--- src/rtl/alarm_settings_ctrl_if.sv ---
// rtl/alarm_settings_ctrl_if.sv - button inputs and alarm-load outputs of the alarm settings controller
interface alarm_settings_ctrl_if #(
    parameter int IW = 1,
    parameter int HW = 6,
    parameter int MW = 7
);
    logic          btn_mode;
    logic          btn_inc;
    logic          btn_dec;
    logic          btn_sel;
    logic          set_alarm;
    logic [IW-1:0] set_index;
    logic [HW-1:0] set_hours;
    logic [MW-1:0] set_minutes;
    logic          editing;
    logic          edit_field;
    logic          boot_done;

    modport master (
        output btn_mode, btn_inc, btn_dec, btn_sel,
        input  set_alarm, set_index, set_hours, set_minutes, editing, edit_field, boot_done
    );

    modport slave (
        input  btn_mode, btn_inc, btn_dec, btn_sel,
        output set_alarm, set_index, set_hours, set_minutes, editing, edit_field, boot_done
    );
endinterface

--- src/rtl/alarm_settings_ctrl.sv ---
// rtl/alarm_settings_ctrl.sv - alarm slot storage with boot load and button-driven hour/minute editing
module alarm_settings_ctrl #(
    parameter int NUM_ALARMS  = 2,
    parameter int HOURS_MAX   = 24,
    parameter int MINUTES_MAX = 60,
    parameter int DEF_HOURS   = 2,
    parameter int DEF_MINUTES = 40
) (
    input  logic                 clk,
    input  logic                 rst,
    alarm_settings_ctrl_if.slave bus
);
    localparam int IW = (NUM_ALARMS > 1) ? $clog2(NUM_ALARMS) : 1;
    localparam int HW = $clog2(HOURS_MAX) + 1;
    localparam int MW = $clog2(MINUTES_MAX) + 1;

    localparam logic [IW-1:0] IDX_LAST = IW'(NUM_ALARMS - 1);
    localparam logic [HW-1:0] H_LAST   = HW'(HOURS_MAX - 1);
    localparam logic [MW-1:0] M_LAST   = MW'(MINUTES_MAX - 1);
    localparam logic [HW-1:0] DEF_H    = HW'(DEF_HOURS);
    localparam logic [MW-1:0] DEF_M    = MW'(DEF_MINUTES);

    if (DEF_HOURS >= HOURS_MAX || DEF_MINUTES >= MINUTES_MAX) begin : g_bad_default
        $error("alarm_settings_ctrl: default time outside hour/minute modulus");
    end
    if (NUM_ALARMS < 1 || NUM_ALARMS > 16) begin : g_bad_slots
        $error("alarm_settings_ctrl: NUM_ALARMS must be 1..16");
    end

    typedef enum logic [2:0] {
        S_BOOT,
        S_IDLE,
        S_EDIT_H,
        S_EDIT_M,
        S_COMMIT
    } state_t;

    state_t        state_q, state_d;
    logic [IW-1:0] boot_cnt_q, boot_cnt_d;
    logic [IW-1:0] sel_q, sel_d;
    logic [HW-1:0] edit_h_q, edit_h_d;
    logic [MW-1:0] edit_m_q, edit_m_d;
    logic [HW-1:0] slot_h_q [NUM_ALARMS];
    logic [HW-1:0] slot_h_d [NUM_ALARMS];
    logic [MW-1:0] slot_m_q [NUM_ALARMS];
    logic [MW-1:0] slot_m_d [NUM_ALARMS];

    logic          set_alarm_q, set_alarm_d;
    logic [IW-1:0] set_index_q, set_index_d;
    logic [HW-1:0] set_hours_q, set_hours_d;
    logic [MW-1:0] set_minutes_q, set_minutes_d;
    logic          editing_q, editing_d;
    logic          edit_field_q, edit_field_d;
    logic          boot_done_q, boot_done_d;

    logic          step;
    logic          up;

    always_comb begin
        state_d    = state_q;
        boot_cnt_d = boot_cnt_q;
        sel_d      = sel_q;
        edit_h_d   = edit_h_q;
        edit_m_d   = edit_m_q;
        slot_h_d   = slot_h_q;
        slot_m_d   = slot_m_q;
        // Pressing inc and dec together cancels out.
        step       = bus.btn_inc ^ bus.btn_dec;
        up         = bus.btn_inc;

        case (state_q)
            S_BOOT: begin
                boot_cnt_d = boot_cnt_q + IW'(1);
                if (boot_cnt_q == IDX_LAST) begin
                    boot_cnt_d = '0;
                    state_d    = S_IDLE;
                end
            end
            S_IDLE: begin
                if (bus.btn_sel) begin
                    sel_d = (sel_q == IDX_LAST) ? '0 : sel_q + IW'(1);
                end else if (bus.btn_mode) begin
                    edit_h_d = slot_h_q[sel_q];
                    edit_m_d = slot_m_q[sel_q];
                    state_d  = S_EDIT_H;
                end
            end
            S_EDIT_H: begin
                if (bus.btn_sel) begin
                    state_d = S_IDLE;
                end else if (bus.btn_mode) begin
                    state_d = S_EDIT_M;
                end else if (step) begin
                    if (up) edit_h_d = (edit_h_q == H_LAST) ? '0 : edit_h_q + HW'(1);
                    else    edit_h_d = (edit_h_q == '0) ? H_LAST : edit_h_q - HW'(1);
                end
            end
            S_EDIT_M: begin
                if (bus.btn_sel) begin
                    state_d = S_IDLE;
                end else if (bus.btn_mode) begin
                    state_d = S_COMMIT;
                end else if (step) begin
                    if (up) edit_m_d = (edit_m_q == M_LAST) ? '0 : edit_m_q + MW'(1);
                    else    edit_m_d = (edit_m_q == '0) ? M_LAST : edit_m_q - MW'(1);
                end
            end
            S_COMMIT: begin
                slot_h_d[sel_q] = edit_h_q;
                slot_m_d[sel_q] = edit_m_q;
                state_d         = S_IDLE;
            end
            default: state_d = S_BOOT;
        endcase

        // Outputs are registered copies of what the next state presents.
        set_alarm_d   = 1'b0;
        set_index_d   = sel_d;
        set_hours_d   = edit_h_d;
        set_minutes_d = edit_m_d;
        editing_d     = 1'b0;
        edit_field_d  = 1'b0;
        boot_done_d   = 1'b1;
        if (state_q == S_BOOT) begin
            set_alarm_d   = 1'b1;
            set_index_d   = boot_cnt_q;
            set_hours_d   = DEF_H;
            set_minutes_d = DEF_M;
            boot_done_d   = 1'b0;
        end else begin
            case (state_d)
                S_IDLE: begin
                    set_hours_d   = slot_h_d[sel_d];
                    set_minutes_d = slot_m_d[sel_d];
                end
                S_EDIT_H: editing_d = 1'b1;
                S_EDIT_M: begin
                    editing_d    = 1'b1;
                    edit_field_d = 1'b1;
                end
                S_COMMIT: set_alarm_d = 1'b1;
                default: ;
            endcase
        end
    end

    always_ff @(posedge clk) begin
        if (rst) begin
            state_q       <= S_BOOT;
            boot_cnt_q    <= '0;
            sel_q         <= '0;
            edit_h_q      <= DEF_H;
            edit_m_q      <= DEF_M;
            for (int k = 0; k < NUM_ALARMS; k++) begin
                slot_h_q[k] <= DEF_H;
                slot_m_q[k] <= DEF_M;
            end
            set_alarm_q   <= 1'b0;
            set_index_q   <= '0;
            set_hours_q   <= DEF_H;
            set_minutes_q <= DEF_M;
            editing_q     <= 1'b0;
            edit_field_q  <= 1'b0;
            boot_done_q   <= 1'b0;
        end else begin
            state_q       <= state_d;
            boot_cnt_q    <= boot_cnt_d;
            sel_q         <= sel_d;
            edit_h_q      <= edit_h_d;
            edit_m_q      <= edit_m_d;
            slot_h_q      <= slot_h_d;
            slot_m_q      <= slot_m_d;
            set_alarm_q   <= set_alarm_d;
            set_index_q   <= set_index_d;
            set_hours_q   <= set_hours_d;
            set_minutes_q <= set_minutes_d;
            editing_q     <= editing_d;
            edit_field_q  <= edit_field_d;
            boot_done_q   <= boot_done_d;
        end
    end

    assign bus.set_alarm   = set_alarm_q;
    assign bus.set_index   = set_index_q;
    assign bus.set_hours   = set_hours_q;
    assign bus.set_minutes = set_minutes_q;
    assign bus.editing     = editing_q;
    assign bus.edit_field  = edit_field_q;
    assign bus.boot_done   = boot_done_q;
endmodule

--- src/flat_wrapper.sv ---
// flat-port wrapper written by rule: the top's interface ports become plain ports
module alarm_settings_ctrl_flat 
#(
    parameter int NUM_ALARMS  = 2,
    parameter int HOURS_MAX   = 24,
    parameter int MINUTES_MAX = 60,
    parameter int DEF_HOURS   = 2,
    parameter int DEF_MINUTES = 40
)
  (clk, rst, bus_btn_mode, bus_btn_inc, bus_btn_dec, bus_btn_sel, bus_set_alarm, bus_set_index, bus_set_hours, bus_set_minutes, bus_editing, bus_edit_field, bus_boot_done);
  alarm_settings_ctrl_if #(.IW(1), .HW(6), .MW(7)) bus_i ();
  input  logic clk;
  input  logic rst;
  input wire logic [$bits(bus_i.btn_mode)-1:0] bus_btn_mode;
  input wire logic [$bits(bus_i.btn_inc)-1:0] bus_btn_inc;
  input wire logic [$bits(bus_i.btn_dec)-1:0] bus_btn_dec;
  input wire logic [$bits(bus_i.btn_sel)-1:0] bus_btn_sel;
  output wire logic [$bits(bus_i.set_alarm)-1:0] bus_set_alarm;
  output wire logic [$bits(bus_i.set_index)-1:0] bus_set_index;
  output wire logic [$bits(bus_i.set_hours)-1:0] bus_set_hours;
  output wire logic [$bits(bus_i.set_minutes)-1:0] bus_set_minutes;
  output wire logic [$bits(bus_i.editing)-1:0] bus_editing;
  output wire logic [$bits(bus_i.edit_field)-1:0] bus_edit_field;
  output wire logic [$bits(bus_i.boot_done)-1:0] bus_boot_done;
  assign bus_i.btn_mode = bus_btn_mode;
  assign bus_i.btn_inc = bus_btn_inc;
  assign bus_i.btn_dec = bus_btn_dec;
  assign bus_i.btn_sel = bus_btn_sel;
  assign bus_set_alarm = bus_i.set_alarm;
  assign bus_set_index = bus_i.set_index;
  assign bus_set_hours = bus_i.set_hours;
  assign bus_set_minutes = bus_i.set_minutes;
  assign bus_editing = bus_i.editing;
  assign bus_edit_field = bus_i.edit_field;
  assign bus_boot_done = bus_i.boot_done;
  alarm_settings_ctrl #(.NUM_ALARMS(NUM_ALARMS), .HOURS_MAX(HOURS_MAX), .MINUTES_MAX(MINUTES_MAX), .DEF_HOURS(DEF_HOURS), .DEF_MINUTES(DEF_MINUTES)) u_core (.clk(clk), .rst(rst), .bus(bus_i));
endmodule
--- config.mk ---
export PLATFORM = sky130hd
export DESIGN_NAME = alarm_settings_ctrl_flat
export DESIGN_NICKNAME = d
export VERILOG_FILES = /design/src/rtl/alarm_settings_ctrl_if.sv /design/src/rtl/alarm_settings_ctrl.sv /design/src/flat_wrapper.sv
export SDC_FILE = /design/constraint.sdc
export NUM_CORES = 1
export LEC_CHECK = 0
export BUFFER_PORTS_ARGS = -buffer_cell sky130_fd_sc_hd__buf_4
export CAP_MARGIN = 5
export CORE_UTILIZATION = 45
export CTS_BUF_LIST = sky130_fd_sc_hd__clkbuf_16
export CTS_CLUSTER_DIAMETER = 30
export CTS_CLUSTER_SIZE = 28
export DETAILED_ROUTE_END_ITERATION = 8
export GPL_TIMING_DRIVEN = 0
export MAX_ROUTING_LAYER = met4
export SLEW_MARGIN = 10
export SYNTH_ARGS = -nofsm -noshare
export SYNTH_HDL_FRONTEND = slang
export SYNTH_SLANG_ARGS = --single-unit
--- constraint.sdc ---
create_clock -name clk -period 4.1 [get_ports clk]
set_input_delay 0.205 -clock clk [delete_from_list [all_inputs] [get_ports clk]]
set_output_delay 0.205 -clock clk [all_outputs]
set_load 0.01 [all_outputs]
==> Word-level counts from Yosys, hierarchy flattened <==
Index checks and enable logic that the tools add are counted.
{ "word_totals": {"ff_bits": 62, "out_inout_bits": 18, "elab_cells": 102} }
{ "classes": {"eq_ne": 10, "muxes": 58, "addsub": 6, "bitwise_logic": 3, "n_reduce_logical": 6, "magnitude_cmp": 3} }
{ "op_table": {"columns": ["operator", "n"], "rows": [
  ["$mux 7", 16],
  ["$mux 6", 16],
  ["$mux 3", 7],
  ["$pmux 3 s5", 1],
  ["$bwmux 14", 1],
  ["$mux 14", 1],
  ["$pmux 7 s2", 1],
  ["$bwmux 12", 1],
  ["$eq 3x2->1 const B", 4],
  ["$mux 12", 1],
  ["$pmux 6 s2", 1],
  ["$mux 1", 10],
  ["$add 7x1->7 const B", 1],
  ["$demux 7 s1", 1],
  ["$eq 7x6->1 const B", 1],
  ["$logic_not 7->1", 1],
  ["$sub 7x1->7 const B", 1],
  ["$add 6x1->6 const B", 1],
  ["$demux 6 s1", 1],
  ["$eq 3x1->1 const B", 2],
  ["$eq 3x3->1 const B", 2],
  ["$eq 6x5->1 const B", 1],
  ["$logic_not 6->1", 1],
  ["$sub 6x1->6 const B", 1],
  ["8 further kinds", 12]
]} }

==> Longest topological paths before layout <==
Gate-level depths: netlist of run 1.
{ "logic_depth": {"ltp_word": 11, "mapped_depth": 9} }

==> Worst setup path after synthesis of run 1 <==
No wires, ideal clock.
{ "synth_timing": {"path_kind": "flip-flop to flip-flop", "from": "reg u_core.edit_h_q[0]", "to": "reg u_core.set_hours_q[3], in the netlist u_core.bus.set_hours[3]", "setup_ns": 0.114, "path_slack_ns": 2.030, "path_stages_with_launch": 10, "arrival_time_ns": 1.955, "n_path_buf": 1, "synth_period_minus_slack_ns": 2.070, "path_cell_list": "dfxtp_1 -> clkbuf_1 -> inv_1 -> ha_1 -> nor2b_1 -> a221oi_1 -> a311oi_1 -> nor3_1 -> a211oi_1 -> a2111oi_0"} }
{ "synth_via": {"elab_chain_len": 8, "elab_cells_between_ends": 12} }
{ "synth_lines": {"columns": ["element", "line_no", "source"], "rows": [
  ["start: declaration", "alarm_settings_ctrl.sv:41", "logic [HW-1:0] edit_h_q, edit_h_d;"],
  ["start signal: assignment", "alarm_settings_ctrl.sv:169", "edit_h_q <= edit_h_d;"],
  ["$sub 6x1->6 (tied with other cells)", "alarm_settings_ctrl.sv:95", "else edit_h_d = (edit_h_q == '0) ? H_LAST : edit_h_q - HW'(1);"],
  ["$mux 6, on equally long branches", "alarm_settings_ctrl.sv:95, alarm_settings_ctrl.sv:94", null],
  ["$mux 6 (*)", "alarm_settings_ctrl.sv:94", "if (up) edit_h_d = (edit_h_q == H_LAST) ? '0 : edit_h_q + HW'(1);"],
  ["$mux 6 (*)", "alarm_settings_ctrl.sv:93", "end else if (step) begin"],
  ["$mux 6 (*)", "alarm_settings_ctrl.sv:91", "end else if (bus.btn_mode) begin"],
  ["$mux 6 (*)", "alarm_settings_ctrl.sv:89", "if (bus.btn_sel) begin"],
  ["$pmux 6 s2 (*)", "alarm_settings_ctrl.sv:71", "case (state_q)"],
  ["$mux 6 (*)", "alarm_settings_ctrl.sv:131", "case (state_d)"],
  ["end signal: assignment", "alarm_settings_ctrl.sv:175", "set_hours_q <= set_hours_d;"],
  ["end: declaration", "alarm_settings_ctrl.sv:50", "logic [HW-1:0] set_hours_q, set_hours_d;"]
]} }
Every way passes the cells marked *; elsewhere a longest branch is shown, timed or not.
A chain may end at the register's enable or synchronous reset.

==> Final worst setup path of run 1 <==
Ends and elaborated chain as after synthesis.

==> results of run 1 <==
==> flip-flops by register name (all words and copies together) (netlist names), 3 cells and up <==
name                    cells
u_core.edit_m_q             7
u_core.slot_h_q            12
u_core.slot_m_q            14
u_core.state_q              3
u_core.bus.set_minutes      7
u_core.edit_h_q             6
u_core.bus.set_hours        6
==> cells in the mapped netlist, types with 4 or more instances <==
library cell   n  area [µm²]
nand3_1        4       20.02
dfxtp_1       62        1241
mux2i_1       17       170.2
nor3_1        12       60.06
o211ai_1       9       67.56
nand2b_1       7       43.79
nor2b_1        6       37.54
o22ai_1       17       106.4
a21oi_1       30       150.1
clkbuf_1      36       135.1
o21ai_0        6       30.03
nand2_1       76       285.3
o221ai_1       7       61.31
xnor2_1        6       52.55
a211oi_1       4       30.03
a221oi_1       6       52.55
nor2_1        51       191.4
o21ai_1       12       60.06
nand3b_1       7       52.55
buf_2          4       20.02
ha_1           6       75.07
a31oi_1        6       37.54
nand4_1        4       25.02
inv_1          9       33.78
==> worst register-to-register path, delay by kind of cell (launching register included) <==
family / cells / cell delay, ns
AO/OA/AOI/OAI: 4 / 1.07
adder cells (fa/ha/maj): 1 / 0.23
buffers and inverters: 2 / 0.58
flip-flops: 1 / 0.33
AND/OR/NAND/NOR: 2 / 0.42
==> routing by layer <==
layer  up-vias  routed length [µm]
met4         0                 151
met1      1698                5101
met2       174                4544
met3        17                 816
li1       1725                   -
met5         -                   0
==> through the flow <==
stage	utilization [%]	total power [mW]	area (µm²)	setup WS (ns)
after detailed placement	51.56	1.072	3820	1.378
after global placement	51.56	1.074	3820	1.321
final	55.31	1.792	4098	1.320
after global routing	55.31	1.862	4098	1.002
after CTS	55.31	1.790	4098	1.359
after floorplan	-	0.9471	3523	2.030
==> how the worst max path moves through the flow <==
stage	end	slack (ns)
global route	u_core.bus.set_hours[3]$_SDFF_PP0_	1.00
CTS	u_core.bus.set_hours[3]$_SDFF_PP0_	1.36
floorplan	u_core.bus.set_hours[3]$_SDFF_PP0_	2.03
finish	u_core.bus.set_hours[3]$_SDFF_PP0_	1.32
global placement	u_core.bus.set_hours[3]$_SDFF_PP0_	1.32
detailed placement	u_core.bus.set_hours[3]$_SDFF_PP0_	1.38
==> final cells by class <==
class                      instances  area (µm²)
fill                             722        3311
multi-input combinational        348        2078
sequential                        62        1241
clock buffer                       9       225.2
timing repair buffer              23       172.7
buffer                            41       158.9
tap                               99       123.9
clock inverter                     5       52.55
inverter                          12       45.04
==> cell families (layout without fill, tap and decap cells) <==
family | Yosys count | count (layout) | synth area share, %
DFF | 62 | 62 | 35.23
muxes | 19 | 19 | 5.469
AOI/OAI and AO/OA | 131 | 131 | 25.36
xor gates and xnor gates | 9 | 9 | 2.237
adders and majority gates | 6 | 6 | 2.131
buffers and inverters | 53 | 90 | 5.788
and+or+nand+nor | 183 | 183 | 23.79
==> power by group through the flow <==
stage / registers [mW] / clock network [mW] / logic [mW]
final: 0.652 / 0.721 / 0.419
after global routing: 0.655 / 0.753 / 0.454
after CTS: 0.652 / 0.727 / 0.411
after detailed placement: 0.664 / 0 / 0.408
after global placement: 0.663 / 0 / 0.410
after floorplan: 0.670 / 0 / 0.277
==> impl_metrics.env, run 1 <==
export IMPL_drv_slew=0
export IMPL_required_ns=4.26
export IMPL_area_growth_pct=16.30
export IMPL_r2r_start="u_core.edit_h_q[0]$_SDFF_PP0_"
export IMPL_cp_depth=9
export IMPL_numCtsBuffers=9
export IMPL_switching_share_pct=30.36
export IMPL_tightest_slew_ns=1.002
export IMPL_min_period_ns=2.780
export IMPL_drive_above_1_share_pct=9.800
export IMPL_worst_ep_arrival_time_ns=2.94
export IMPL_finalSetupTns_ns=0
export IMPL_syn_area_um2=3523
export IMPL_vias=3614
export IMPL_grt_total_usage_pct=27.59
export IMPL_postCtsSetupRepairBufs=0
export IMPL_grt_max_degree=11
export IMPL_final_common_cell="nand2_1"
export IMPL_p_switching_uw=544.0
export IMPL_hold_viol=0
export IMPL_synth_edf_count=0
export IMPL_hold_path_depth=2
export IMPL_cts_resized=0
export IMPL_wl_um=10610
export IMPL_die_w_um=90.49
export IMPL_ir_drop_v=0.0002467
export IMPL_final_cells=599
export IMPL_dr_pass1_iters=5
export IMPL_rsz0062_at_grt="no"
export IMPL_ys_types=61
export IMPL_reg2reg_to="u_core.bus.set_hours[3]$_SDFF_PP0_"
export IMPL_row_count=31
export IMPL_whs_ns=0.1044
export IMPL_cp_end_kind="flip-flop"
export IMPL_use_met1_pct=39.19
export IMPL_power_frac_comb_pct=23.4
export IMPL_crit_start="u_core.edit_h_q[0]$_SDFF_PP0_"
export IMPL_place_port_buffers=23
export IMPL_setup_violations=0
export IMPL_initial_utilization_pct=47.56
export IMPL_slew_limit_headroom_pct=31.45
export IMPL_use_met3_pct=4.545
export IMPL_synth_seq_cells=62
export IMPL_clk_pin_slew_worst_paths_ns=0.05
export IMPL_gp_congestion=0.9505
export IMPL_grt_pass1_wl_um=17170
export IMPL_clk_latency_ns=0.32
export IMPL_syn_num_nets=475
export IMPL_io_pins=24
export IMPL_drc=0
export IMPL_p_int_mw=1.248
export IMPL_finalCritPeriodShare_pct=67.80
export IMPL_met2_usage_pct=39.77
export IMPL_cpMaxStageDelayCell="a2111oi_0"
export IMPL_dp_hpwl_um=7894
export IMPL_pwr_share_clk_pct=40.2
export IMPL_placed_cells=585
export IMPL_cts_hold_buf=0
export IMPL_final_antenna_net_count=0
export IMPL_ys_async_sr_fraction_pct=0
export IMPL_yosysSeqAreaShare_pct=35.23
export IMPL_crit_buf_inv=2
export IMPL_clock_fmax_mhz=359.7
export IMPL_synthFlopType="dfxtp_1"
export IMPL_final_cell_mix="nand2_1, dfxtp_1, nor2_1"
export IMPL_h_tree_depth=3
export IMPL_max_clock_path_buffers=2
export IMPL_avgRoutedWirePerCell_um=17.72
export IMPL_power_share_sequential_pct=36.4
export IMPL_cp_start_kind="flip-flop"
export IMPL_core_um2=7408
export IMPL_yosys_warnings=0
export IMPL_dieArea_um2=8188
export IMPL_min_to="u_core.bus.editing$_SDFF_PP0_"
export IMPL_power_leakage_nw=1.443
export IMPL_worst_hold_path_type="primary input to flip-flop"
export IMPL_die_y_um=90.49
export IMPL_power_density_nw_per_um2=437.3
export IMPL_cpPeakStageDelay_ns=0.59
export IMPL_cts_sinks=62
export IMPL_criticalPathCategory="flip-flop to flip-flop"
export IMPL_min_from="rst"
export IMPL_synthCells=463
export IMPL_regToRegSetupSlack_ns=1.32
export IMPL_diodes=0
export IMPL_crit_fanout=9
export IMPL_grt_pass1_vias=3250
export IMPL_crit_chain="clkbuf_1, inv_1, ha_1, nor2b_1, a221oi_1, a311oi_1, nor3_1, a211oi_1, a2111oi_0"
export IMPL_status="finished, final reports clean"
export IMPL_drt_iter0_drc=326
export IMPL_reg2regPathDepth=9
export IMPL_antenna_found_initial=0
export IMPL_grt_overflow=0
export IMPL_grt_busiest_layer="met2"
export IMPL_nNetsFinal=509
export IMPL_cts_tree="built"
export IMPL_cap_violations=0
export IMPL_syn_avg_cell_area_um2=7.610
export IMPL_crit_family="compound AO/OA/AOI/OAI gates"
export IMPL_skew_ns=0.004226
export IMPL_post_drt_via_cell_ratio=6.033
export IMPL_root_buffer="clkbuf_16"
(Power assumes the default switching activity.)
==> run 2, diff against run 1 <==
==> constraint.sdc (replaced) <==
create_clock -name clk -period 2.3 [get_ports clk]
set_input_delay 0.115 -clock clk [delete_from_list [all_inputs] [get_ports clk]]
set_output_delay 0.115 -clock clk [all_outputs]
set_load 0.01 [all_outputs]
==> run 2 against run 1 <==
- combinational power increased by 97%
- largest power group unchanged
- register-to-register slack got worse by 1.2 ns
- non-clock buffer count increased by 3
- die area unchanged
- critical path depth decreased by 3
- sequential share of layout area decreased by 0.85 points
- highest routed layer unchanged
- hold slack got worse by 0.090 ns
- maximum frequency increased by 27%
==> impl_metrics.env, run 2 (same netlist as run 1, synthesis figures left out) <==
export IMPL_clock_fmax_mhz=457.9
export IMPL_cts_tree="built"
export IMPL_drv_slew=0
export IMPL_largest_register_ffs=14
export IMPL_top_regs="u_core.slot_m_q (14), u_core.slot_h_q (12)"
export IMPL_final_common_cell="nand2_1"
export IMPL_wl_um=10880
export IMPL_ir_drop_v=0.0004918
export IMPL_max_clock_path_buffers=2
export IMPL_status="finished, final reports clean"
export IMPL_hold_viol=0
export IMPL_area_growth_pct=19.64
export IMPL_drive_above_1_share_pct=15.11
export IMPL_final_cells=602
export IMPL_top_register="u_core.slot_m_q"
export IMPL_seq_area_um2=1241
export IMPL_tightest_slew_ns=0.7053
export IMPL_clk_latency_ns=0.32
export IMPL_grt_overflow=0
export IMPL_final_cell_mix="nand2_1, dfxtp_1, nor2_1"
export IMPL_dr_pass1_iters=5
export IMPL_power_leakage_nw=1.504
export IMPL_setup_violations=0
export IMPL_final_antenna_net_count=0
export IMPL_row_count=31
export IMPL_grt_pass1_wl_um=17340
export IMPL_final_core_util_pct=56.90
export IMPL_power_density_nw_per_um2=776.6
export IMPL_grt_pass1_vias=3285
export IMPL_numCtsBuffers=9
export IMPL_placed_cells=585
export IMPL_vias=3651
export IMPL_cts_hold_buf=0
export IMPL_crit_fanout=5
export IMPL_h_tree_depth=3
export IMPL_avgRoutedWirePerCell_um=18.07
export IMPL_drt_iter0_drc=316
export IMPL_nNetsFinal=512
export IMPL_initial_utilization_pct=47.56
export IMPL_clk_pin_slew_worst_paths_ns=0.05
export IMPL_post_drt_via_cell_ratio=6.065
export IMPL_worst_hold_path_type="primary input to flip-flop"
export IMPL_min_period_ns=2.184
export IMPL_die_y_um=90.49
export IMPL_cp_end_kind="flip-flop"
export IMPL_cpPeakStageDelay_ns=0.42
export IMPL_cpMaxStageDelayCell="or4_4"
export IMPL_core_um2=7408
export IMPL_slew_limit_headroom_pct=52.98
export IMPL_cp_start_kind="flip-flop"
export IMPL_die_w_um=90.49
export IMPL_diodes=0
export IMPL_finalSetupTns_ns=0
export IMPL_grt_max_degree=11
export IMPL_multi_input_area_um2=2145
export IMPL_power_total_mw=3.274
export IMPL_dp_slack_ns=-0.4216
export IMPL_place_port_buffers=23
export IMPL_root_buffer="clkbuf_16"
export IMPL_fillers=711
export IMPL_worst_ep_arrival_time_ns=2.43
export IMPL_antenna_found_initial=0
export IMPL_io_pins=24
export IMPL_criticalPathCategory="flip-flop to flip-flop"
export IMPL_dp_hpwl_um=7894
export IMPL_grt_total_usage_pct=27.83
export IMPL_fin_ws_ns=0.1162
export IMPL_drc=0
export IMPL_cap_violations=0
export IMPL_required_ns=2.55
export IMPL_gp_congestion=0.9505
export IMPL_skew_ns=0.005129
export IMPL_finalCritPeriodShare_pct=94.95
export IMPL_crit_chain="or3_4, or3b_1, or4_4, a211oi_2, a2111oi_2, o22ai_2"
export IMPL_cts_sinks=62
export IMPL_dieArea_um2=8188
run 2: cell count changes in the layout (fill, tap and decap cells not counted), sizes merged:
cell    previous run  this run
clkbuf            45        46
buf               28        30
run 2: cell type report:
| type | count | area share (%) |
|---|---|---|
| Multi-Input combinational cell | 348 | 50.88 |
| Inverter | 12 | 1.069 |
| Buffer | 41 | 4.452 |
| Timing Repair Buffer | 26 | 4.630 |
| Tap cell | 99 | 2.939 |
| Clock buffer | 9 | 5.343 |
| Clock inverter | 5 | 1.247 |
| Sequential cell | 62 | 29.44 |
run 2: worst max-delay path: cells and delay by family (launching register included):
family	cells	cell delay (ns)
AOI/OAI and AO/OA	3	0.53
and+or+nand+nor	3	1.22
DFF	1	0.35
run 2: path summary, 6_finish.rpt:
path	start	to	slack, ns	cells after the start
min	rst	u_core.bus.editing$_SDFF_PP0_	0.01	2
max reg2reg	u_core.edit_m_q[2]$_SDFF_PP0_	u_core.bus.set_minutes[6]$_SDFF_PP0_	0.12	6
min reg2reg	u_core.slot_m_q[1]$_SDFF_PP0_	u_core.slot_m_q[1]$_SDFF_PP0_	0.47	2
max	u_core.edit_m_q[2]$_SDFF_PP0_	u_core.bus.set_minutes[6]$_SDFF_PP0_	0.12	6
run 2: timing repair:
item / CTS / global route
resized for setup: 10 / 32
buffers inserted: 0 / 3
endpoints found under the setup margin: 6 / 41
pin swaps: 0 / 4
run 2: report_power, final:
part / internal (mW) / switching [mW]
registers: 1.13 / 0.0329
clock network: 0.819 / 0.468
logic: 0.324 / 0.500
run 2: metal layers:
metal  share of wire (%)  track usage [%]  up-vias
met4                 1.7            8.602        0
met1                  47            39.03     1691
met5                   0                -        -
met2                  42            40.59      210
met3                 9.2            4.714       21
li1                    -                -     1729
run 2: metrics by stage:
step	hold slack [ns]	cell area, µm²
detailed placement	0.3491	3820
CTS	0.01150	4124
global route	0.02402	4215
global placement	0.3494	3820
finish	0.01427	4215
floorplan	0.2035	3523
==> run 3, diff against run 2 <==
--- a/config.mk
+++ b/config.mk
@@ -14,6 +14,7 @@
 export DETAILED_ROUTE_END_ITERATION = 8
 export GPL_TIMING_DRIVEN = 0
 export MAX_ROUTING_LAYER = met4
+export REMOVE_ABC_BUFFERS = 1
 export SLEW_MARGIN = 10
 export SYNTH_ARGS = -nofsm -noshare
 export SYNTH_HDL_FRONTEND = slang
==> run 3 against run 2 <==
- clock skew is 0.0014 ns higher
- clock power shrank 10%
- largest cell class unchanged
- highest routed layer unchanged
- clock-buffer cell count unchanged
- sequential cell count did not move
- hold slack gained 0.040 ns
- combinational power fell by 9.7%
- non-clock buffer count fell by 35
- sequential share of layout area grew 1.7 points
- first-iteration DRC count is 27% lower
==> impl_metrics.env, run 3 (same netlist as run 1, synthesis figures left out) <==
export IMPL_antenna_found_initial=0
export IMPL_grt_pass1_wl_um=16530
export IMPL_dp_hpwl_um=6321
export IMPL_wl_um=10160
export IMPL_drt_iter0_drc=232
export IMPL_cp_end_kind="flip-flop"
export IMPL_row_count=31
export IMPL_numCtsBuffers=9
export IMPL_final_cell_mix="nand2_1, dfxtp_1, nor2_1"
export IMPL_largest_register_ffs=14
export IMPL_drv_slew=0
export IMPL_final_common_cell="nand2_1"
export IMPL_cp_start_kind="flip-flop"
export IMPL_power_share_sequential_pct=39.2
export IMPL_status="finished, final reports clean"
export IMPL_io_pins=24
export IMPL_cts_hold_buf=0
export IMPL_power_leakage_nw=1.407
export IMPL_grt_pass1_vias=3132
export IMPL_p_int_mw=2.133
export IMPL_drive_above_1_share_pct=14.99
export IMPL_max_clock_path_buffers=2
export IMPL_tightest_slew_ns=0.7276
export IMPL_initial_utilization_pct=47.56
export IMPL_clock_fmax_mhz=450.0
export IMPL_grt_max_degree=50
export IMPL_switching_share_pct=31.93
export IMPL_place_area_um2=3661
export IMPL_root_buffer="clkbuf_16"
export IMPL_grt_busiest_layer="met2"
export IMPL_fillers=719
export IMPL_cts_tree="built"
export IMPL_top_register="u_core.slot_m_q"
export IMPL_avgRoutedWirePerCell_um=17.95
export IMPL_final_antenna_net_count=0
export IMPL_clk_latency_ns=0.33
export IMPL_crit_fanout=11
export IMPL_area_growth_pct=14.77
export IMPL_top_regs="u_core.slot_m_q (14), u_core.slot_h_q (12)"
export IMPL_min_period_ns=2.222
export IMPL_h_tree_depth=3
export IMPL_worst_hold_path_type="primary input to flip-flop"
export IMPL_power_density_nw_per_um2=774.9
export IMPL_nNetsFinal=477
export IMPL_power_frac_comb_pct=23.7
export IMPL_diodes=0
export IMPL_met2_usage_pct=38.70
export IMPL_die_y_um=90.49
export IMPL_required_ns=2.55
export IMPL_place_port_buffers=23
export IMPL_criticalPathCategory="flip-flop to flip-flop"
export IMPL_p_switching_mw=1.000
export IMPL_use_met1_pct=35.37
export IMPL_dieArea_um2=8188
export IMPL_final_cell_area_um2=4044
export IMPL_core_um2=7408
export IMPL_dr_pass1_iters=4
export IMPL_worst_ep_arrival_time_ns=2.47
export IMPL_use_met3_pct=5.640
export IMPL_rsz0062_at_grt="no"
export IMPL_cts_sinks=62
export IMPL_drc=0
export IMPL_clk_pin_slew_worst_paths_ns=0.05
export IMPL_vias=3374
export IMPL_slew_limit_headroom_pct=51.37
export IMPL_finalCritPeriodShare_pct=96.61
export IMPL_cap_violations=0
export IMPL_setup_violations=0
export IMPL_grt_overflow=0
export IMPL_post_drt_via_cell_ratio=5.961
export IMPL_gp_congestion=0.9032
export IMPL_pwr_share_clk_pct=37.1
export IMPL_ir_drop_v=0.0005307
export IMPL_hold_viol=0
export IMPL_grt_total_usage_pct=26.52
export IMPL_skew_ns=0.006510
export IMPL_power_total_mw=3.134
export IMPL_die_w_um=90.49
-- run 3: changes by cell type in the layout (fill, tap and decap cells not counted), sizes merged --
cell	change
clkbuf	-37
bufinv	-1
buf	+2
clkinv	+1
clkinvlp	-1
-- run 3: worst paths after layout --
kind / startpoint / slack [ns] / depth (start not counted) / to
setup / recovery: u_core.edit_m_q[3]$_SDFF_PP1_ / 0.08 / 6 / u_core.bus.set_minutes[6]$_SDFF_PP0_
hold / removal: bus_btn_sel / 0.05 / 2 / u_core.state_q[1]$_SDFF_PP0_
setup reg to reg: u_core.edit_m_q[3]$_SDFF_PP1_ / 0.08 / 6 / u_core.bus.set_minutes[6]$_SDFF_PP0_
hold reg to reg: u_core.slot_h_q[3]$_SDFF_PP0_ / 0.47 / 2 / u_core.slot_h_q[3]$_SDFF_PP0_
-- run 3: cell type report --
type	count	area, µm²	share of cell area [%]
inverter	12	45.04	1.114
clock inverter	4	17.52	0.4332
multi-input combinational	348	2132	52.72
sequential	62	1260	31.16
clock buffer	9	225.2	5.569
tap	99	123.9	3.063
timing repair buffer	32	240.2	5.941
-- run 3: per-layer routing --
metal  share of wire, %  vias to the layer above  routed length [µm]
met5                  0                        -                   0
met4                2.0                        0                 203
met3                7.5                       17                 762
met2                 45                      112                4584
met1                 45                     1585                4610
li1                   -                     1660                   -
-- run 3: power groups by stage --
stage               clock network (mW)  registers (mW)  logic (mW)
CTS                               1.18            1.22       0.716
global route                      1.23            1.24       0.799
finish                            1.16            1.23       0.744
global placement                     0            1.24       0.648
floorplan                            0            1.24       0.410
detailed placement                   0            1.24       0.649
-- run 3: timing repair --
item                       CTS  global route
gates cloned                 0             0
pin swaps                    3             1
resized for setup           13            14
buffers inserted             4             5
setup endpoints to repair   38            19
-- run 3: worst max-delay path, cell delays in order (launching register included) --
cell and delay (ns):
dfxtp_2 0.39, or3_4 0.42, or3b_1 0.39, or4_1 0.43, a211oi_2 0.22, a2111oi_1 0.10, o22ai_2 0.19
-- run 3: per-stage QoR --
step / utilization [%] / setup slack [ns] / TNS (ns) / instances / hold slack, ns
2_1_floorplan: - / -0.1528 / -0.1528 / 422 / 0.1841
3_3_place_gp: 49.42 / -1.342 / -15.72 / 544 / 0.3865
3_5_place_dp: 49.42 / -1.289 / -14.88 / 544 / 0.3931
4_1_cts: 53.56 / 0.02041 / 0 / 561 / 0.05190
5_1_grt: 54.59 / 0.007246 / 0 / 566 / 0.07457
6_report: 54.59 / 0.07797 / 0 / 566 / 0.05468
